===== config.mk =====
export PLATFORM = sky130hd
export DESIGN_NAME = riscv_irq_source
export DESIGN_NICKNAME = d
export VERILOG_FILES = /design/src/rtl/riscv_defines.sv /design/src/rtl/riscv_irq_prio_enc.sv /design/src/rtl/riscv_irq_source.sv
export SDC_FILE = /design/constraint.sdc
export NUM_CORES = 1
export LEC_CHECK = 0
export ABC_AREA = 1
export CORE_MARGIN = 10
export CORE_UTILIZATION = 37
export DETAILED_ROUTE_END_ITERATION = 7
export GPL_TIMING_DRIVEN = 0
export PLACE_DENSITY = 0.77
export SYNTH_ARGS = -nofsm -noshare
export SYNTH_HDL_FRONTEND = slang
export SYNTH_SLANG_ARGS = --single-unit

===== constraint.sdc =====
create_clock -name clk -period 4.6 [get_ports clk]
set_input_delay 0.92 -clock clk [delete_from_list [all_inputs] [get_ports clk]]
set_output_delay 0.92 -clock clk [all_outputs]
set_load 0.01 [all_outputs]

===== src/rtl/riscv_defines.sv =====
// rtl/riscv_defines.sv - shared core definitions: interrupt ID width and interrupt-source FSM states
package riscv_defines;

    localparam int IRQ_ID_W = 6;

    typedef enum logic [1:0] {
        IDLE  = 2'd0,
        REQ   = 2'd1,
        ACKED = 2'd2
    } irq_src_state_e;

endpackage


===== src/rtl/riscv_irq_prio_enc.sv =====
// rtl/riscv_irq_prio_enc.sv - combinational priority encoder, highest set index wins
module riscv_irq_prio_enc #(
    parameter int NUM_IRQ = 32,
    parameter int ID_W    = 6
) (
    input  logic [NUM_IRQ-1:0] req_i,
    output logic               valid_o,
    output logic [ID_W-1:0]    idx_o
);

    // Ascending scan: the last set bit seen is the highest index.
    always_comb begin
        idx_o = '0;
        for (int i = 0; i < NUM_IRQ; i++) begin
            if (req_i[i]) begin
                idx_o = ID_W'(i);
            end
        end
    end

    assign valid_o = |req_i;

endmodule


===== src/rtl/riscv_irq_source.sv =====
// rtl/riscv_irq_source.sv - edge-captured interrupt source and arbiter feeding the core IRQ interface
// Optional input synchroniser: RISCV_IRQ_SYNC_EN
module riscv_irq_source #(
    parameter int NUM_IRQ  = 32,
    parameter int IRQ_ID_W = 6
) (
    input  logic                clk,
    input  logic                rst,
    input  logic [NUM_IRQ-1:0]  irq_lines_i,
    input  logic [NUM_IRQ-1:0]  irq_enable_i,
    input  logic [NUM_IRQ-1:0]  irq_sec_cfg_i,
    input  logic [NUM_IRQ-1:0]  irq_clear_i,
    output logic                irq_pending_o,
    output logic [IRQ_ID_W-1:0] irq_id_o,
    output logic                irq_sec_o,
    input  logic                irq_ack_i,
    input  logic [IRQ_ID_W-1:0] irq_ack_id_i,
    output logic [NUM_IRQ-1:0]  pending_o,
    output logic                ack_err_o
);

    import riscv_defines::*;

    logic [NUM_IRQ-1:0] lines_s;
    logic [NUM_IRQ-1:0] line_q;
    logic [NUM_IRQ-1:0] pend_q;
    logic [NUM_IRQ-1:0] pend_d;
    logic [NUM_IRQ-1:0] rise;
    logic [NUM_IRQ-1:0] ack_hit;
    logic [NUM_IRQ-1:0] clr;
    logic [NUM_IRQ-1:0] cand;
    logic               cand_valid;
    logic [IRQ_ID_W-1:0] win_idx;
    logic               win_sec;
    logic               ack_bad;
    logic               ack_err_q;
    logic               is_req;
    irq_src_state_e     state_q;

`ifdef RISCV_IRQ_SYNC_EN
    logic [NUM_IRQ-1:0] sync1_q;
    logic [NUM_IRQ-1:0] sync2_q;

    always_ff @(posedge clk) begin
        if (rst) begin
            sync1_q <= '0;
            sync2_q <= '0;
        end else begin
            sync1_q <= irq_lines_i;
            sync2_q <= sync1_q;
        end
    end

    assign lines_s = sync2_q;
`else
    assign lines_s = irq_lines_i;
`endif

    // Out-of-range ack IDs decode to no bit, so they can only raise the error.
    always_comb begin
        ack_hit = '0;
        for (int i = 0; i < NUM_IRQ; i++) begin
            ack_hit[i] = irq_ack_i && (irq_ack_id_i == IRQ_ID_W'(i));
        end
    end

    assign rise    = lines_s & ~line_q;
    assign clr     = irq_clear_i | ack_hit;
    assign pend_d  = rise | (pend_q & ~clr);
    assign ack_bad = irq_ack_i & ~(|(pend_q & ack_hit));
    assign cand    = pend_q & irq_enable_i;

    riscv_irq_prio_enc #(
        .NUM_IRQ (NUM_IRQ),
        .ID_W    (IRQ_ID_W)
    ) u_prio_enc (
        .req_i   (cand),
        .valid_o (cand_valid),
        .idx_o   (win_idx)
    );

    always_comb begin
        win_sec = 1'b0;
        for (int i = 0; i < NUM_IRQ; i++) begin
            if (win_idx == IRQ_ID_W'(i)) begin
                win_sec = irq_sec_cfg_i[i];
            end
        end
    end

    always_ff @(posedge clk) begin
        if (rst) begin
            line_q    <= '0;
            pend_q    <= '0;
            ack_err_q <= 1'b0;
        end else begin
            line_q    <= lines_s;
            pend_q    <= pend_d;
            ack_err_q <= ack_err_q | ack_bad;
        end
    end

    // ACKED is a forced one-cycle gap so the core never re-samples a stale request.
    always_ff @(posedge clk) begin
        if (rst) begin
            state_q <= IDLE;
        end else begin
            case (state_q)
                IDLE:    if (cand_valid) state_q <= REQ;
                REQ: begin
                    if (irq_ack_i)        state_q <= ACKED;
                    else if (!cand_valid) state_q <= IDLE;
                end
                ACKED:   state_q <= cand_valid ? REQ : IDLE;
                default: state_q <= IDLE;
            endcase
        end
    end

    assign is_req        = (state_q == REQ);
    assign irq_pending_o = is_req;
    assign irq_id_o      = is_req ? win_idx : '0;
    assign irq_sec_o     = is_req & win_sec;
    assign pending_o     = pend_q;
    assign ack_err_o     = ack_err_q;

endmodule


==> flow_metrics.tcl, run 1 <==
set metrics [dict create \
    outcome "finished, violations left" \
    failed_checks "setup timing" \
    gp_congestion 0.9238 \
    place_hpwl_microns 12510 \
    drcViolationCount 0 \
    utilization 0.6078 \
    synth_cells 610 \
    synth_most_common_cell "nor2_1" \
    drive_above_1_share 0.07787 \
    track_usage 0.2004 \
    synth-seq-cells 67 \
    post_drt_wl_per_cell_microns 15.83 \
    yosys_warnings 0 \
    rrSetupSlack_ns 2.46 \
    grt_pass1_vias 4635 \
    p_leak_uw 0.002798 \
    postLayoutCellArea_sq_um 5968 \
    worstReg2RegEnd "state_q[0]" \
    grt_antenna_before_repair 0 \
    maxSlewHeadroom 0.4359 \
    synth.avg_cell_area_sq_um 6.135 \
    cp_slowest_cell "clkdlybuf4s50_1" \
    yosysSeqAreaShare 0.3584 \
    grt-ovfl-total 0 \
    pin_count 178 \
    fp.dieW_microns 120.6 \
    cts_buffers 9 \
    via_count 4484 \
    rows 36 \
    crit_type "in -> out" \
    first_pass_iters 5 \
    nets 941 \
    cts_root_buf "clkbuf_8" \
    fillers 971 \
    synth_nets 747 \
    arrival_ns 4.54 \
    grt_use_met1 0.2408 \
    worst_slack_ns -0.8635 \
    cts_tree "yes" \
    met3_usage 0.06189 \
    rr_worst_depth 9 \
    met2_usage 0.3417 \
    synth_area_leader_cell "dfxtp_1" \
    pwr-share-clk 0.327 \
    start_kind "primary input" \
    rsz0062_at_grt "yes" \
    vdd_drop_max_v 0.0001848 \
    core_area_sq_um 9819 \
    worstReg2RegStart "pending_o[31]" \
    total_power_uw 1714 \
    worstHoldStart "line_q[25]" \
    grt.busiest_layer "met2" \
    diodes 0 \
    grt_max_degree 13 \
    hold_viol 0 \
    netlist.area_leader.share 0.3584 \
    cts_num_sinks 67 \
    clock.fmax_mhz 183.0 \
    area_growth_pct 59.48 \
    whs_path_depth 1 \
    viasPerCell 4.760 \
    start_util 0.3811 \
    ant_nets 0 \
    cp_max_fo 6 \
    pre_cts_slack_ns -1.513 \
    synth_edf_count 0 \
    netlist_area_sq_um 3742 \
    switching_share 0.3063 \
    min_period_ns 5.463 \
    place_area_sq_um 5660 \
    hold_slack_ns 0.4407 \
    crit_path_frequent_cell "nand2_1" \
    io_buffers 175 \
    p_per_area_nw_per_um2 287.2 \
    die_area_sq_um 14540 \
    drt_iter0_markers 349 \
    clkSlewWorstSetupHoldPaths_ns 0.06 \
    maxCapViolations 0 \
    synth_top_flop_cell "dfxtp_1" \
    pwr-share-comb 0.300 \
    tightestPinTransition_ns 0.8249 \
    clk_path_buf_depth 2 \
    async_flop_share 0 \
    finalWirelength_microns 14910 \
    power_frac_seq 0.374 \
    worstHoldEndpoint "pending_o[25]" \
    clk_latency_ns 0.34 \
    ys_types 36 \
    final.period_utilization 1.188 \
    setup_violations 1 \
    cp.required_ns 3.68 \
    cts_hold_buf 0 \
    synth_top_cells_by_count "180 x nor2_1, 135 x nand2_1, 87 x inv_1" \
    min_path_type "reg -> reg" \
    grt_pass1_wl_microns 23570 \
    final_max_slew_viol_count 0 \
    max_stage_delay_ns 0.44 \
    clock_skew_ns 0.01181 \
    synth_area_leaders "dfxtp_1 36%, nor2_1 18%, nand2_1 14%, inv_1 8.7%, a21oi_1 4.7%" \
    internal_power_uw 1189 \
    crit_path_end_kind "primary output" \
    die_h_microns 120.6 \
    htree_levels 3 \
    p_switching_uw 525.1 \
]
[power by group through the flow]
stage / clock network [uW] / logic (uW) / registers, uW
after floorplan: 0 / 236 / 658
after global placement: 0 / 483 / 652
after detailed placement: 0 / 487 / 654
after CTS: 567 / 511 / 641
after global routing: 585 / 566 / 645
final: 560 / 514 / 641
[how the worst max path moves through the flow]
stage                     start         to  slack, ns
2_1_floorplan   irq_enable_i[1]  irq_sec_o      -0.02
3_3_place_gp    irq_enable_i[2]  irq_sec_o      -1.50
3_5_place_dp    irq_enable_i[1]  irq_sec_o      -1.51
4_1_cts         irq_enable_i[1]  irq_sec_o      -0.88
5_1_grt         irq_enable_i[1]  irq_sec_o      -1.41
6_report       irq_enable_i[11]  irq_sec_o      -0.86
[placed cells by master, fill, tap and decap left out, types with 3 or more instances in the layout]
cell type,instances
a21oi_1,35
nor3_1,3
inv_1,86
inv_2,3
nand2_2,15
nand2_4,5
dlygate4sd2_1,3
a31oi_1,6
nor4_1,3
o211ai_1,3
nor2_2,3
o21ai_0,4
nand2_1,130
clkdlybuf4s50_1,165
buf_6,5
o22ai_1,3
nand4_1,17
clkbuf_8,10
dfxtp_1,67
a2111oi_0,3
buf_2,3
buf_4,8
clkbuf_1,7
nand3_1,13
nor2_1,178
[layout make-up]
| class | instances | area [sq um] | area share |
|---|---|---|---|
| Buffer | 12 | 63.81 | 0.01069 |
| Clock buffer | 10 | 137.6 | 0.02306 |
| Clock inverter | 6 | 88.84 | 0.01488 |
| Inverter | 91 | 344.1 | 0.05765 |
| Multi-Input combinational cell | 440 | 2027 | 0.3396 |
| Sequential cell | 67 | 1341 | 0.2247 |
| Tap cell | 133 | 166.4 | 0.02788 |
| Timing Repair Buffer | 183 | 1799 | 0.3015 |
[metal layers]
metal | vias to the layer above | routed length [microns]
li1 | 2291 | -
met1 | 2033 | 6456
met2 | 148 | 7126
met3 | 12 | 1172
met4 | 0 | 154
met5 | - | 0
[logic make-up (layout without fill, tap and decap cells)]
kind of cell | after synthesis | count (layout) | synth area share
AOI/OAI and AO/OA | 65 | 65 | 0.1043
buffers and inverters | 103 | 302 | 0.1083
DFF | 67 | 67 | 0.3584
other | 1 | 1 | 0.001002
and+or+nand+nor | 374 | 374 | 0.4280
[registers in the layout, summed over array words and instances, names as in the netlist]
register / count
state_q: 2
pending_o: 32
line_q: 32
ack_err_o: 1
[per-stage QoR]
stage	setup TNS, ns	std cells
floorplan	-0.02221	610
global placement	-1.693	918
detailed placement	-1.727	918
CTS	-0.8833	942
global route	-1.412	942
finish	-0.8635	942
[repair_timing]
action	in CTS	in global routing
cloned	0	0
gates resized for setup	34	8
buffers inserted	8	0
endpoints found under the setup margin	2	2
pin swaps	24	6
[critical path: cells and delay by family]
family / cells / cell delay (ns)
AOI/OAI and AO/OA: 6 / 1.07
and+or+nand+nor: 19 / 1.49
buffers and inverters: 6 / 1.05
Note: power is estimated with default switching activity, not from simulation.
==> run 2: changes to the inputs <==
SLEW_MARGIN = 20   (was default)
==> results of run 2 <==
Final layout, timing and power as in run 1 (identical DEF).
==> run 3: changes to the inputs <==
CTS_CLUSTER_DIAMETER = 30   (was default)
==> results of run 3 <==
Final layout, timing and power as in run 1 (identical DEF).
